[src/rtl/bcd_display_scan_pkg.sv]
// Shared display definitions for the multiplexed HH:MM:SS seven-segment scan.
//   - Active-low segment patterns for 0-9, the dash shown for non-BCD
//     nibbles, and the all-dark blank pattern.
//   - Mapping from the digit index (0 = rightmost, seconds units) to the
//     time field it belongs to. The field number doubles as the bit
//     position in the blink mask.
//   - Which digits carry the decimal-point field separator.
package bcd_display_scan_pkg;

    localparam int         NUM_DIGITS = 6;
    localparam logic [2:0] LAST_DIGIT = 3'd5;

    // Segment order is {G,F,E,D,C,B,A}, active low.
    localparam logic [6:0] SEG_DASH  = 7'h3F;
    localparam logic [6:0] SEG_BLANK = 7'h7F;
    localparam logic [7:0] AN_BLANK  = 8'hFF;

    // Entry [v] holds the pattern for decimal digit v.
    localparam logic [9:0][6:0] SEG_DIGITS = {
        7'h10, // 9
        7'h00, // 8
        7'h78, // 7
        7'h02, // 6
        7'h12, // 5
        7'h19, // 4
        7'h30, // 3
        7'h24, // 2
        7'h79, // 1
        7'h40  // 0
    };

    // Field numbering matches the blink mask bits: 0 seconds, 1 minutes, 2 hours.
    typedef enum logic [1:0] {
        FIELD_SEC  = 2'd0,
        FIELD_MIN  = 2'd1,
        FIELD_HOUR = 2'd2
    } field_e;

    function automatic field_e digit_field(input logic [2:0] idx);
        case (idx)
            3'd0, 3'd1: digit_field = FIELD_SEC;
            3'd2, 3'd3: digit_field = FIELD_MIN;
            default:    digit_field = FIELD_HOUR;
        endcase
    endfunction

    // The separator dot sits on the units digit of the minutes and hours,
    // i.e. between the fields: HH.MM.SS
    function automatic logic digit_has_dp(input logic [2:0] idx);
        digit_has_dp = (idx == 3'd2) || (idx == 3'd4);
    endfunction

endpackage

[src/rtl/bcd_display_scan_bcd_to_seg.sv]
// Combinational nibble-to-segment decoder.
//   nibble : 4-bit value to show
//   seg    : active-low {G,F,E,D,C,B,A}; 0-9 decode normally, 10-15 show a dash
module bcd_to_seg
    import bcd_display_scan_pkg::*;
(
    input  logic [3:0] nibble,
    output logic [6:0] seg
);

    always_comb begin
        seg = SEG_DASH;
        case (nibble)
            4'd0: seg = SEG_DIGITS[0];
            4'd1: seg = SEG_DIGITS[1];
            4'd2: seg = SEG_DIGITS[2];
            4'd3: seg = SEG_DIGITS[3];
            4'd4: seg = SEG_DIGITS[4];
            4'd5: seg = SEG_DIGITS[5];
            4'd6: seg = SEG_DIGITS[6];
            4'd7: seg = SEG_DIGITS[7];
            4'd8: seg = SEG_DIGITS[8];
            4'd9: seg = SEG_DIGITS[9];
            default: seg = SEG_DASH;
        endcase
    end

endmodule

[src/rtl/bcd_display_scan.sv]
// Six-digit multiplexed seven-segment driver for an HH:MM:SS BCD clock.
//   CLK100MHZ  : system clock, rising edge
//   reset      : asynchronous, active high; blanks the display immediately
//   BCDtime    : {Ht,Hu,Mt,Mu,St,Su} BCD nibbles
//   blink_mask : fields to flash, bit2 hours / bit1 minutes / bit0 seconds
//   lz_blank   : suppress a leading zero in the hours-tens digit
//   AN         : active-low anodes, AN[0] rightmost; AN[7:6] never driven low
//   SEG        : active-low cathodes {CG..CA}
//   DP         : active-low decimal point, used as the field separator
//
// Each digit slot lasts REFRESH_DIV cycles. The output registers load once
// per slot, on the refresh terminal count, with the digit addressed by the
// current index; the index advances on that same edge. The frame register
// captures BCDtime on the edge where digit 5 is loaded, so all six digits
// of a frame come from one snapshot.
module bcd_display_scan #(
    parameter int REFRESH_DIV = 100000,
    parameter int BLINK_DIV   = 25000000
) (
    input  logic        CLK100MHZ,
    input  logic        reset,
    input  logic [23:0] BCDtime,
    input  logic [2:0]  blink_mask,
    input  logic        lz_blank,
    output logic [7:0]  AN,
    output logic [6:0]  SEG,
    output logic        DP
);

    import bcd_display_scan_pkg::*;

    localparam int RW = (REFRESH_DIV > 1) ? $clog2(REFRESH_DIV) : 1;
    localparam int BW = (BLINK_DIV > 1) ? $clog2(BLINK_DIV) : 1;

    logic [RW-1:0] refresh_cnt;
    logic [BW-1:0] blink_cnt;
    logic          blink_phase;
    logic [2:0]    digit_idx;
    logic [23:0]   frame;

    logic          refresh_tc;
    logic          blink_tc;
    logic [3:0]    nibble;
    logic [6:0]    seg_digit;
    logic          blank;
    logic [7:0]    an_next;
    logic [6:0]    seg_next;
    logic          dp_next;

    assign refresh_tc = (refresh_cnt == RW'(REFRESH_DIV - 1));
    assign blink_tc   = (blink_cnt == BW'(BLINK_DIV - 1));

    // Refresh counter, digit index and frame capture.
    always_ff @(posedge CLK100MHZ or posedge reset) begin
        if (reset) begin
            refresh_cnt <= '0;
            digit_idx   <= '0;
            frame       <= '0;
        end else if (refresh_tc) begin
            refresh_cnt <= '0;
            if (digit_idx == LAST_DIGIT) begin
                digit_idx <= '0;
                frame     <= BCDtime;
            end else begin
                digit_idx <= digit_idx + 3'd1;
            end
        end else begin
            refresh_cnt <= refresh_cnt + RW'(1);
        end
    end

    // Blink phase generator; phase 0 is the visible half.
    always_ff @(posedge CLK100MHZ or posedge reset) begin
        if (reset) begin
            blink_cnt   <= '0;
            blink_phase <= 1'b0;
        end else if (blink_tc) begin
            blink_cnt   <= '0;
            blink_phase <= ~blink_phase;
        end else begin
            blink_cnt <= blink_cnt + BW'(1);
        end
    end

    always_comb begin
        nibble = 4'd0;
        case (digit_idx)
            3'd0:    nibble = frame[3:0];
            3'd1:    nibble = frame[7:4];
            3'd2:    nibble = frame[11:8];
            3'd3:    nibble = frame[15:12];
            3'd4:    nibble = frame[19:16];
            3'd5:    nibble = frame[23:20];
            default: nibble = 4'd0;
        endcase
    end

    bcd_to_seg u_bcd_to_seg (
        .nibble (nibble),
        .seg    (seg_digit)
    );

    // Leading-zero suppression only looks for a literal 0; a non-BCD
    // hours-tens nibble still shows its dash.
    always_comb begin
        blank = 1'b0;
        if (blink_phase && blink_mask[digit_field(digit_idx)]) begin
            blank = 1'b1;
        end
        if (lz_blank && (digit_idx == LAST_DIGIT) && (frame[23:20] == 4'd0)) begin
            blank = 1'b1;
        end
    end

    always_comb begin
        an_next  = AN_BLANK;
        seg_next = SEG_BLANK;
        dp_next  = 1'b1;
        if (!blank) begin
            an_next  = ~(8'd1 << digit_idx);
            seg_next = seg_digit;
            dp_next  = ~digit_has_dp(digit_idx);
        end
    end

    // Outputs stay dark after reset until the first slot boundary, which
    // loads digit 0.
    always_ff @(posedge CLK100MHZ or posedge reset) begin
        if (reset) begin
            AN  <= AN_BLANK;
            SEG <= SEG_BLANK;
            DP  <= 1'b1;
        end else if (refresh_tc) begin
            AN  <= an_next;
            SEG <= seg_next;
            DP  <= dp_next;
        end
    end

endmodule

[config.mk]
export PLATFORM = sky130hd
export DESIGN_NAME = bcd_display_scan
export DESIGN_NICKNAME = d
export VERILOG_FILES = /design/src/rtl/bcd_display_scan_pkg.sv /design/src/rtl/bcd_display_scan_bcd_to_seg.sv /design/src/rtl/bcd_display_scan.sv
export SDC_FILE = /design/constraint.sdc
export NUM_CORES = 1
export LEC_CHECK = 0
export ABC_AREA = 0
export CORE_MARGIN = 2
export CORE_UTILIZATION = 55
export CTS_CLUSTER_DIAMETER = 50
export CTS_CLUSTER_SIZE = 8
export DETAILED_ROUTE_END_ITERATION = 6
export PLACE_DENSITY = 0.85
export RECOVER_POWER = 25
export SLEW_MARGIN = 0
export SYNTH_ARGS = -nofsm -noshare
export SYNTH_HDL_FRONTEND = slang
export SYNTH_HIERARCHICAL = 1
export SYNTH_SLANG_ARGS = --single-unit
[constraint.sdc]
create_clock -name CLK100MHZ -period 6.9 [get_ports CLK100MHZ]
set_clock_uncertainty 0.15 [all_clocks]
set_input_delay 1.38 -clock CLK100MHZ [delete_from_list [all_inputs] [get_ports CLK100MHZ]]
set_output_delay 1.38 -clock CLK100MHZ [all_outputs]
set_load 0.05 [all_outputs]
# After elaboration in Yosys (flattened, before gate mapping)
# Memories as Yosys holds them, arrays and structs flattened.
# Index checks and enable logic that the tools add are counted.
op_classes:
  n_addsub: 3
  multipliers: 0
  n_div: 0
  order_cmp: 1
  n_eq_ne: 7
  n_shift: 1
  n_mux: 12
  bitwise_logic: 3
  reduce_logical: 9
op_table:
  columns: ["cell", "count"]
  rows:
  - ["25-bit by 1-bit adder with 25-bit output (second input constant)", 1]
  - ["25-bit equality test (second input constant)", 1]
  - ["25-bit 2-to-1 mux", 1]
  - ["4-bit case mux with 6 select lines", 1]
  - ["17-bit by 1-bit adder with 17-bit output (second input constant)", 1]
  - ["17-bit equality test (second input constant)", 1]
  - ["17-bit 2-to-1 mux", 1]
  - ["8-bit 2-to-1 mux", 1]
  - ["8-bit inverter", 1]
  - ["1-bit by 3-bit left shift with 8-bit output (first input constant)", 1]
  - ["7-bit 2-to-1 mux", 1]
  - ["3-bit by 2-bit equality test with 1-bit output (second input constant)", 2]
  - ["3-bit equality test (second input constant)", 2]
  - ["4-bit zero test", 1]
  - ["1-bit 2-to-1 mux", 4]
  - ["2-bit case mux with 2 select lines", 1]
  - ["2-bit OR reduction", 2]
  - ["3-bit by 1-bit adder with 3-bit output (second input constant)", 1]
  - ["3-bit by 1-bit equality test with 1-bit output (second input constant)", 1]
  - ["1-bit logical AND", 3]
  - ["3-bit zero test", 1]
  - ["2-bit by 3-bit < comparator with 1-bit output (second input constant)", 1]
  - ["3-bit 2-to-1 mux", 1]
  - ["1-bit binary-select mux with 2-bit select", 1]
  - ["other kinds (3)", 4]
totals:
  register_bits: 86
  latch_bits: 0
  ramBits: 0
  rom_bits: 112
  out_inout_bits: 16
  word_cells: 45
  n_memories: 1
mem_list:
  columns: ["name", "words", "word_bits", "read_ports", "rd_clocked_by_memory_dff", "write_ports", "line", "source"]
  rows:
  - ["(no name shown)", 16, 7, 1, 0, 0, "bcd_display_scan_bcd_to_seg.sv:13", "case (nibble)"]

# Depth between registers and ports, before layout
# Gate-level depths: netlist of the first run.
depth:
  word_depth: 9
  depth_mapped: 11
  depth_no_buf: 9

# Modules after synthesis
# The synthesis of the first run kept the hierarchy.
modules_own_cells:
  columns: ["mod", "instances", "cells_per_inst", "area_per_inst_um2"]
  rows:
  - ["bcd_display_scan", 1, 356, 4087.7]
  - ["bcd_to_seg", 1, 31, 224.0]

# Worst setup path after synthesis of the first run
# No wires, ideal clock.
synth_path:
  path_kind: "input -> register"
  from: "input blink_mask[2]"
  to: "register DP"
  arrival_time_ns: 2.675
  required_time_ns: 6.667
  setup_slack_ns: 3.992
  cell_stages: 4
  cell_sequence: "o311ai_0 o211ai_1 buf_2 o32a_1"
synth_between:
  elab_chain_len: 6
synth_lines:
  columns: ["element", "line", "source"]
  rows:
  - ["start: declaration", "bcd_display_scan.sv:23", "input logic [2:0] blink_mask,"]
  - ["1-bit binary-select mux with 2-bit select", "bcd_display_scan.sv:107", "if (blink_phase && blink_mask[digit_field(digit_idx)]) begin"]
  - ["1-bit 2-to-1 mux (not written as such)", "bcd_display_scan.sv:107", null]
  - ["1-bit logical AND", "bcd_display_scan.sv:107", null]
  - ["1-bit 2-to-1 mux", "bcd_display_scan.sv:107", null]
  - ["1-bit 2-to-1 mux", "bcd_display_scan.sv:110", "if (lz_blank && (digit_idx == LAST_DIGIT) && (frame[23:20] == 4'd0)) begin"]
  - ["1-bit 2-to-1 mux", "bcd_display_scan.sv:119", "if (!blank) begin"]
  - ["end signal: assignment", "bcd_display_scan.sv:136", "DP <= dp_next;"]
  - ["end: declaration", "bcd_display_scan.sv:27", "output logic DP"]
# No other way between the ends. The select of a mux whose other input is x is not followed.
# A chain may end at the register's enable or synchronous reset.

# Final worst setup path of the first run
layout_path:
  from: "input blink_mask[2]"
  to: "register SEG[6]"
layout_between:
  elab_chain_len: 6
layout_lines:
  columns: ["element", "line", "source"]
  rows:
  - ["1-bit binary-select mux with 2-bit select", "bcd_display_scan.sv:107", null]
  - ["1-bit 2-to-1 mux (not written as such)", "bcd_display_scan.sv:107", null]
  - ["1-bit logical AND", "bcd_display_scan.sv:107", null]
  - ["1-bit 2-to-1 mux", "bcd_display_scan.sv:107", null]
  - ["1-bit 2-to-1 mux", "bcd_display_scan.sv:110", null]
  - ["7-bit 2-to-1 mux", "bcd_display_scan.sv:119", null]
  - ["end signal: assignment", "bcd_display_scan.sv:135", "SEG <= seg_next;"]
  - ["end: declaration", "bcd_display_scan.sv:26", "output logic [6:0] SEG,"]
# No other way between the ends. The select of a mux whose other input is x is not followed.

==> impl_metrics.ini, run 1 <==
[floorplanning]
die_area_um2 = 8560
floorplan.initialDensity_pct = 56.4
num_io_pins = 46
die_span_in_x_um = 92.5
rows = 32
die_h_um = 92.5
placeableCoreArea_um2 = 7650

[clock_tree]
htree_levels = 3
cts-buffers-inserted = 9
cts.path.max_buffers = 2
cts_hold_buffers = 0
clkSinkCount = 86
worst_setup_hold_path_clk_slew_ns = 0.08
postCtsSetupBuffers = 0
clock_tree_from_tritoncts = built
cts_root_buf = clkbuf_8
worst_skew_pair.late_latency_ns = 0.35
postcts_resize_cnt = 0

[yosys]
seq_area_frac_synth_pct = 50.4
synth.yosys.warnings = 6
syn_nets = 426
synth_async_sr_flop_share_pct = 100
postSynthRegisterBits = 86
ys_types = 57
number_of_flops_mapped_to_enable_cells_by_yosys = 0
postSynthAreaPerCell_um2 = 11.1
synthFlopType = dfrtp_1
synth_top_area_cell = dfrtp_1
netlist_instances = 387
synth.area.top_cells = dfrtp_1 (41%), dfstp_2 (9.8%), mux2_2 (8.1%), xnor2_1 (3.0%), ha_1 (2.6%)
synth_top_cell_area_share_pct = 40.6
synth.cell_area_um2 = 4310

[timing]
finalCriticalPeriod_ns = 3.39
max_slew_headroom_pct = 25.6
final_min_period_over_clock_period_pct = 49.1
max_slew.worst_pin.slew_ns = 1.11
max_slew_violation_total_from_the_final_report = 0
hold-worst-slack_ns = 0.349
grt_setup_unrepaired = false
fmax_mhz = 295
final_hold_vio_count = 0
timing.final.setup_violations = 0
timing.setup.tns_ns = 0

[run_status]
outcome = complete, no violations

[global_route]
globalRoute.totalOverflow = 0
number_of_global_route_vias_before_repair = 3176
largest_net_degree_at_the_start_of_global_routing = 87
grt.total_usage_pct = 22.2
antenna_violations_before_repair = 0
grt_first_pass_wirelength_mm = 15.2

[finish]
diodes = 0
area.sequential_um2 = 2170
layout_commonest_cell = dfrtp_1
layout-drive-gt1-share_pct = 16.5
multi_input_comb_area_um2 = 1970
fillers = 593
syn2layout_area_growth_pct = 15.7
finalNetCount = 464
most-common-layout-cells = dfrtp_1 (70), clkdlybuf4s50_1 (44), mux2_2 (31)

[setup_path]
critical-path-max-stage-delay_ns = 0.67
path_cells = clkdlybuf4s50_1 -> o311ai_0 -> o211ai_1 -> o32a_1
timing_worst_setup_path_type = input port to flop
crit_path_end_kind = flop
worst-path-max-fanout = 13
critPathSlowestCell = o311ai_0
worst_ep_required_time_ns = 7.02
worst_setup_path_start_kind = input port
worst_path_arrival_time_ns = 3.51

[pwr]
power.leakage_nw = 2.06
total_power_uw = 924
power_frac_comb_pct = 5.2
power_per_cell_area_nw_per_um2 = 185
power.share.sequential_pct = 55.8
cellInternalPower_uw = 725
power_switching_uw = 200
peakVddDrop_v = 0.0000939
fraction_of_power_spent_switching_nets_pct = 21.6
clock_power_share_pct = 39.0

[place]
numPortBuffers = 45
dp.final_hpwl_mm = 5.99
place.gp.congestion = 0.821

[detailed_routing]
drt_first_pass_iters = 4
avgRoutedWirePerCell_um = 16.4
routed_via_density = 5.92
post-route-drc-count = 0
starting_drt_drc_count = 195
antenna_left = 0
vias = 3150
total_length_of_routed_wires_mm = 8.71

[flow_run]
maxCapViolations = 0

[hold_path]
worst_hold_path_class = flop to flop
[synthesized netlist by cell type (all sizes together) (3+ instances only)]
cell type,n
and2b,3
nor2b,6
buf,13
a21oi,20
or4,7
clkbuf,6
and2,5
nand2,13
a22oi,4
or3,8
o211ai,3
o22a,3
mux2i,3
and4,8
dfrtp,70
mux2,31
nand4,13
nand2b,3
nor4b,3
ha,9
dfstp,16
nand3,17
xor2,12
o31ai,6
o21ai,8
o32a,10
xnor2,15
nor3b,3
inv,14
and3,7
nor2,26
[layout make-up]
class                   instances  area share [%]
flip-flops and latches         86            43.6
multi-input cells             268            39.6
repair buffers                 46            9.18
clock buffers                  13            3.19
well taps                     102            2.56
inverters                      14            1.08
clock inverters                 3           0.878
[metrics by stage]
step	util (%)	cells	cell area (µm²)	setup WS [ns]
after detailed placement	62.8	516	4800	3.16
final	65.2	532	4990	3.51
after global routing	65.2	532	4990	3.21
after global placement	62.8	516	4800	3.32
after floorplan	-	387	4310	3.17
after CTS	65.4	532	5000	3.51
[final timing paths]
check / endpoint / startpoint / slack (ns) / depth (start not counted)
max: SEG[6] / blink_mask[2] / 3.51 / 4
min: blink_cnt[23] / blink_cnt[23] / 0.35 / 1
max reg2reg: SEG[2] / digit_idx[0] / 3.66 / 8
min reg2reg: blink_cnt[23] / blink_cnt[23] / 0.35 / 1
max in group asynchronous: frame[11] / reset / 4.27 / 3
min in group asynchronous: refresh_cnt[4] / reset / 1.67 / 3
[flip-flops by register name (all words and copies together), names as in the netlist]
register	count
blink_cnt	25
frame	24
refresh_cnt	17
AN	8
SEG	7
digit_idx	3
DP	1
blink_phase	1
[power by group through the flow]
stage / logic, mW / registers (mW) / clock network (mW)
2_1_floorplan: 0.0257 / 0.523 / 0
3_3_place_gp: 0.0475 / 0.525 / 0
3_5_place_dp: 0.0488 / 0.525 / 0
4_1_cts: 0.0492 / 0.516 / 0.369
5_1_grt: 0.0538 / 0.517 / 0.390
6_report: 0.0483 / 0.516 / 0.360
[cells by family (layout without fill, tap and decap cells)]
logic type	Yosys count	in the layout	share of synthesized area, %
buf+inv	33	76	3.51
flops	86	86	50.4
xor+xnor	27	27	5.48
compound gates	63	63	10.2
simple gates	135	135	19.0
fa+ha+maj	9	9	2.61
mux	34	34	8.79
[metal layers]
metal	vias to the layer above	GRT usage (%)	routed length, µm
met2	75	36.8	4270
met4	0	8.21	187
met5	-	0	0
met3	19	2.93	331
met1	1563	29.9	3910
li1	1493	-	-
[critical path, delay by kind of cell]
family	cells	cell delay, ns
AO/OA/AOI/OAI	3	1.72
buffers and inverters	1	0.41
(Power assumes the default switching activity.)
==> run 2: changes to the inputs <==
--- a/config.mk
+++ b/config.mk
@@ -7,11 +7,11 @@
 export LEC_CHECK = 0
 export ABC_AREA = 0
 export CORE_MARGIN = 2
-export CORE_UTILIZATION = 55
+export CORE_UTILIZATION = 51
 export CTS_CLUSTER_DIAMETER = 50
 export CTS_CLUSTER_SIZE = 8
 export DETAILED_ROUTE_END_ITERATION = 6
-export PLACE_DENSITY = 0.85
+export PLACE_DENSITY = 0.83
 export RECOVER_POWER = 25
 export SLEW_MARGIN = 0
 export SYNTH_ARGS = -nofsm -noshare
==> constraint.sdc (replaced) <==
create_clock -name CLK100MHZ -period 2.95 [get_ports CLK100MHZ]
set_clock_uncertainty 0.15 [all_clocks]
set_input_delay 0.59 -clock CLK100MHZ [delete_from_list [all_inputs] [get_ports CLK100MHZ]]
set_output_delay 0.59 -clock CLK100MHZ [all_outputs]
set_load 0.05 [all_outputs]
==> impl_metrics.ini, run 2 (synthesized netlist as in run 1, its figures left out) <==
[global_route]
grt_first_pass_wirelength_mm = 15.6
grt.total_usage_pct = 22.0
largest_net_degree_at_the_start_of_global_routing = 65
number_of_global_route_vias_before_repair = 3312
globalRoute.totalOverflow = 0
antenna_violations_before_repair = 0

[clock_tree]
htree_levels = 3
clkSinkCount = 86
worst_setup_hold_path_clk_slew_ns = 0.09
clock_tree_from_tritoncts = built
worst_skew_pair.late_latency_ns = 0.36
cts_hold_buffers = 0
cts_root_buf = clkbuf_8
cts.path.max_buffers = 2
cts-buffers-inserted = 9

[run_status]
outcome = complete, no violations

[timing]
fmax_mhz = 372
max_slew_violation_total_from_the_final_report = 0
max_slew_headroom_pct = 33.5
final_min_period_over_clock_period_pct = 91.0
final_hold_vio_count = 0
max_slew.worst_pin.slew_ns = 0.992
timing.final.setup_violations = 0
grt_setup_unrepaired = false
timing.setup.tns_ns = 0
finalCriticalPeriod_ns = 2.69

[pwr]
power_switching_uw = 505
power.leakage_nw = 2.14
clock_power_share_pct = 38.8
power_frac_comb_pct = 5.5
cellInternalPower_mw = 1.66
fraction_of_power_spent_switching_nets_pct = 23.3
power_per_cell_area_nw_per_um2 = 424
peakVddDrop_v = 0.000305
total_power_mw = 2.17
power.share.sequential_pct = 55.7

[finish]
number_of_flip_flops_in_the_largest_register = 25
largest_registers = blink_cnt (25), frame (24), refresh_cnt (17)
max_flop_register = blink_cnt
diodes = 0
final_cell_count_no_fill = 550
layout_commonest_cell = dfrtp_1
finalNetCount = 479
syn2layout_area_growth_pct = 18.7
most-common-layout-cells = dfrtp_1 (70), clkdlybuf4s50_1 (44), mux2_2 (31)
layout-drive-gt1-share_pct = 20.4

[floorplanning]
rows = 33
floorplan.initialDensity_pct = 52.5
die_span_in_x_um = 95.9
die_h_um = 95.9
placeableCoreArea_um2 = 8220
num_io_pins = 46
die_area_um2 = 9210

[place]
place.gp.congestion = 0.865
number_of_instances_in_the_placed_design = 531
numPortBuffers = 45
dp.final_hpwl_mm = 6.62

[detailed_routing]
vias = 3202
routed_via_density = 5.82
avgRoutedWirePerCell_um = 16.5
post-route-drc-count = 0
starting_drt_drc_count = 196
drt_first_pass_iters = 4
total_length_of_routed_wires_mm = 9.09
antenna_left = 0

[hold_path]
worst_hold_path_class = flop to flop

[setup_path]
timing.critical_path.buf_inv = 1
crit_path_end_kind = flop
timing_worst_setup_path_type = flop to flop
critical-path-max-stage-delay_ns = 0.46
worst_path_arrival_time_ns = 2.83
cp_top_family = compound AO/OA/AOI/OAI gates
path_cells = and2b_1 -> and2_1 -> a222oi_1 -> o21ai_2 -> inv_1 -> ha_1 -> mux2i_1 -> a21oi_1 -> o32a_1
worst_ep_required_time_ns = 3.10
critPathSlowestCell = dfrtp_1
worst-path-max-fanout = 7
worst_setup_path_start_kind = flop

[flow_run]
maxCapViolations = 0
==> run 2: worst paths after layout <==
path | startpoint | end | slack, ns | cells past startpoint
worst min-delay path | blink_cnt[9] | blink_cnt[9] | 0.36 | 1
worst max register to register | digit_idx[1] | SEG[0] | 0.26 | 9
min in group asynchronous | reset | blink_cnt[11] | 0.70 | 2
worst max-delay path | digit_idx[1] | SEG[0] | 0.26 | 9
max in group asynchronous | reset | frame[16] | 0.56 | 3
worst min register to register | blink_cnt[9] | blink_cnt[9] | 0.36 | 1
==> run 2: stage by stage <==
stage	setup slack (ns)	utilization (%)	hold slack (ns)	cell area, µm²
2_1_floorplan	0.0146	-	0.286	4310
3_3_place_gp	0.379	59.7	0.332	4910
3_5_place_dp	0.188	59.7	0.339	4910
4_1_cts	0.188	62.2	0.357	5110
5_1_grt	0.0860	62.3	0.376	5120
6_report	0.264	62.3	0.356	5120
==> run 2: layout make-up <==
cell class / count / area, µm²
Inverter: 14 / 53.8
Tap cell: 105 / 131
Clock buffer: 9 / 124
Sequential cell: 86 / 2170
Fill cell: 624 / 3100
Clock inverter: 7 / 80.1
Multi-Input combinational cell: 268 / 1980
Timing Repair Buffer: 61 / 571
==> run 2: layer usage <==
layer	vias up	share of wire, %	track usage, %
li1	1510	-	-
met1	1597	45	29.3
met2	80	49	36.4
met3	15	4.2	4.46
met4	0	1.8	7.02
met5	-	0	0
==> run 2: what timing repair did <==
item / in CTS / in global routing
gates resized for setup: 0 / 2
endpoints found under the hold margin: 0 / 0
setup endpoints to repair: 0 / 5
setup buffers: 0 / 3
==> run 2: power by group through the flow <==
stage	registers, mW	logic (mW)	clock network [mW]
after floorplan	1.22	0.0600	0
after global placement	1.23	0.115	0
after detailed placement	1.23	0.119	0
after CTS	1.21	0.120	0.860
after global routing	1.21	0.132	0.912
final	1.21	0.119	0.842
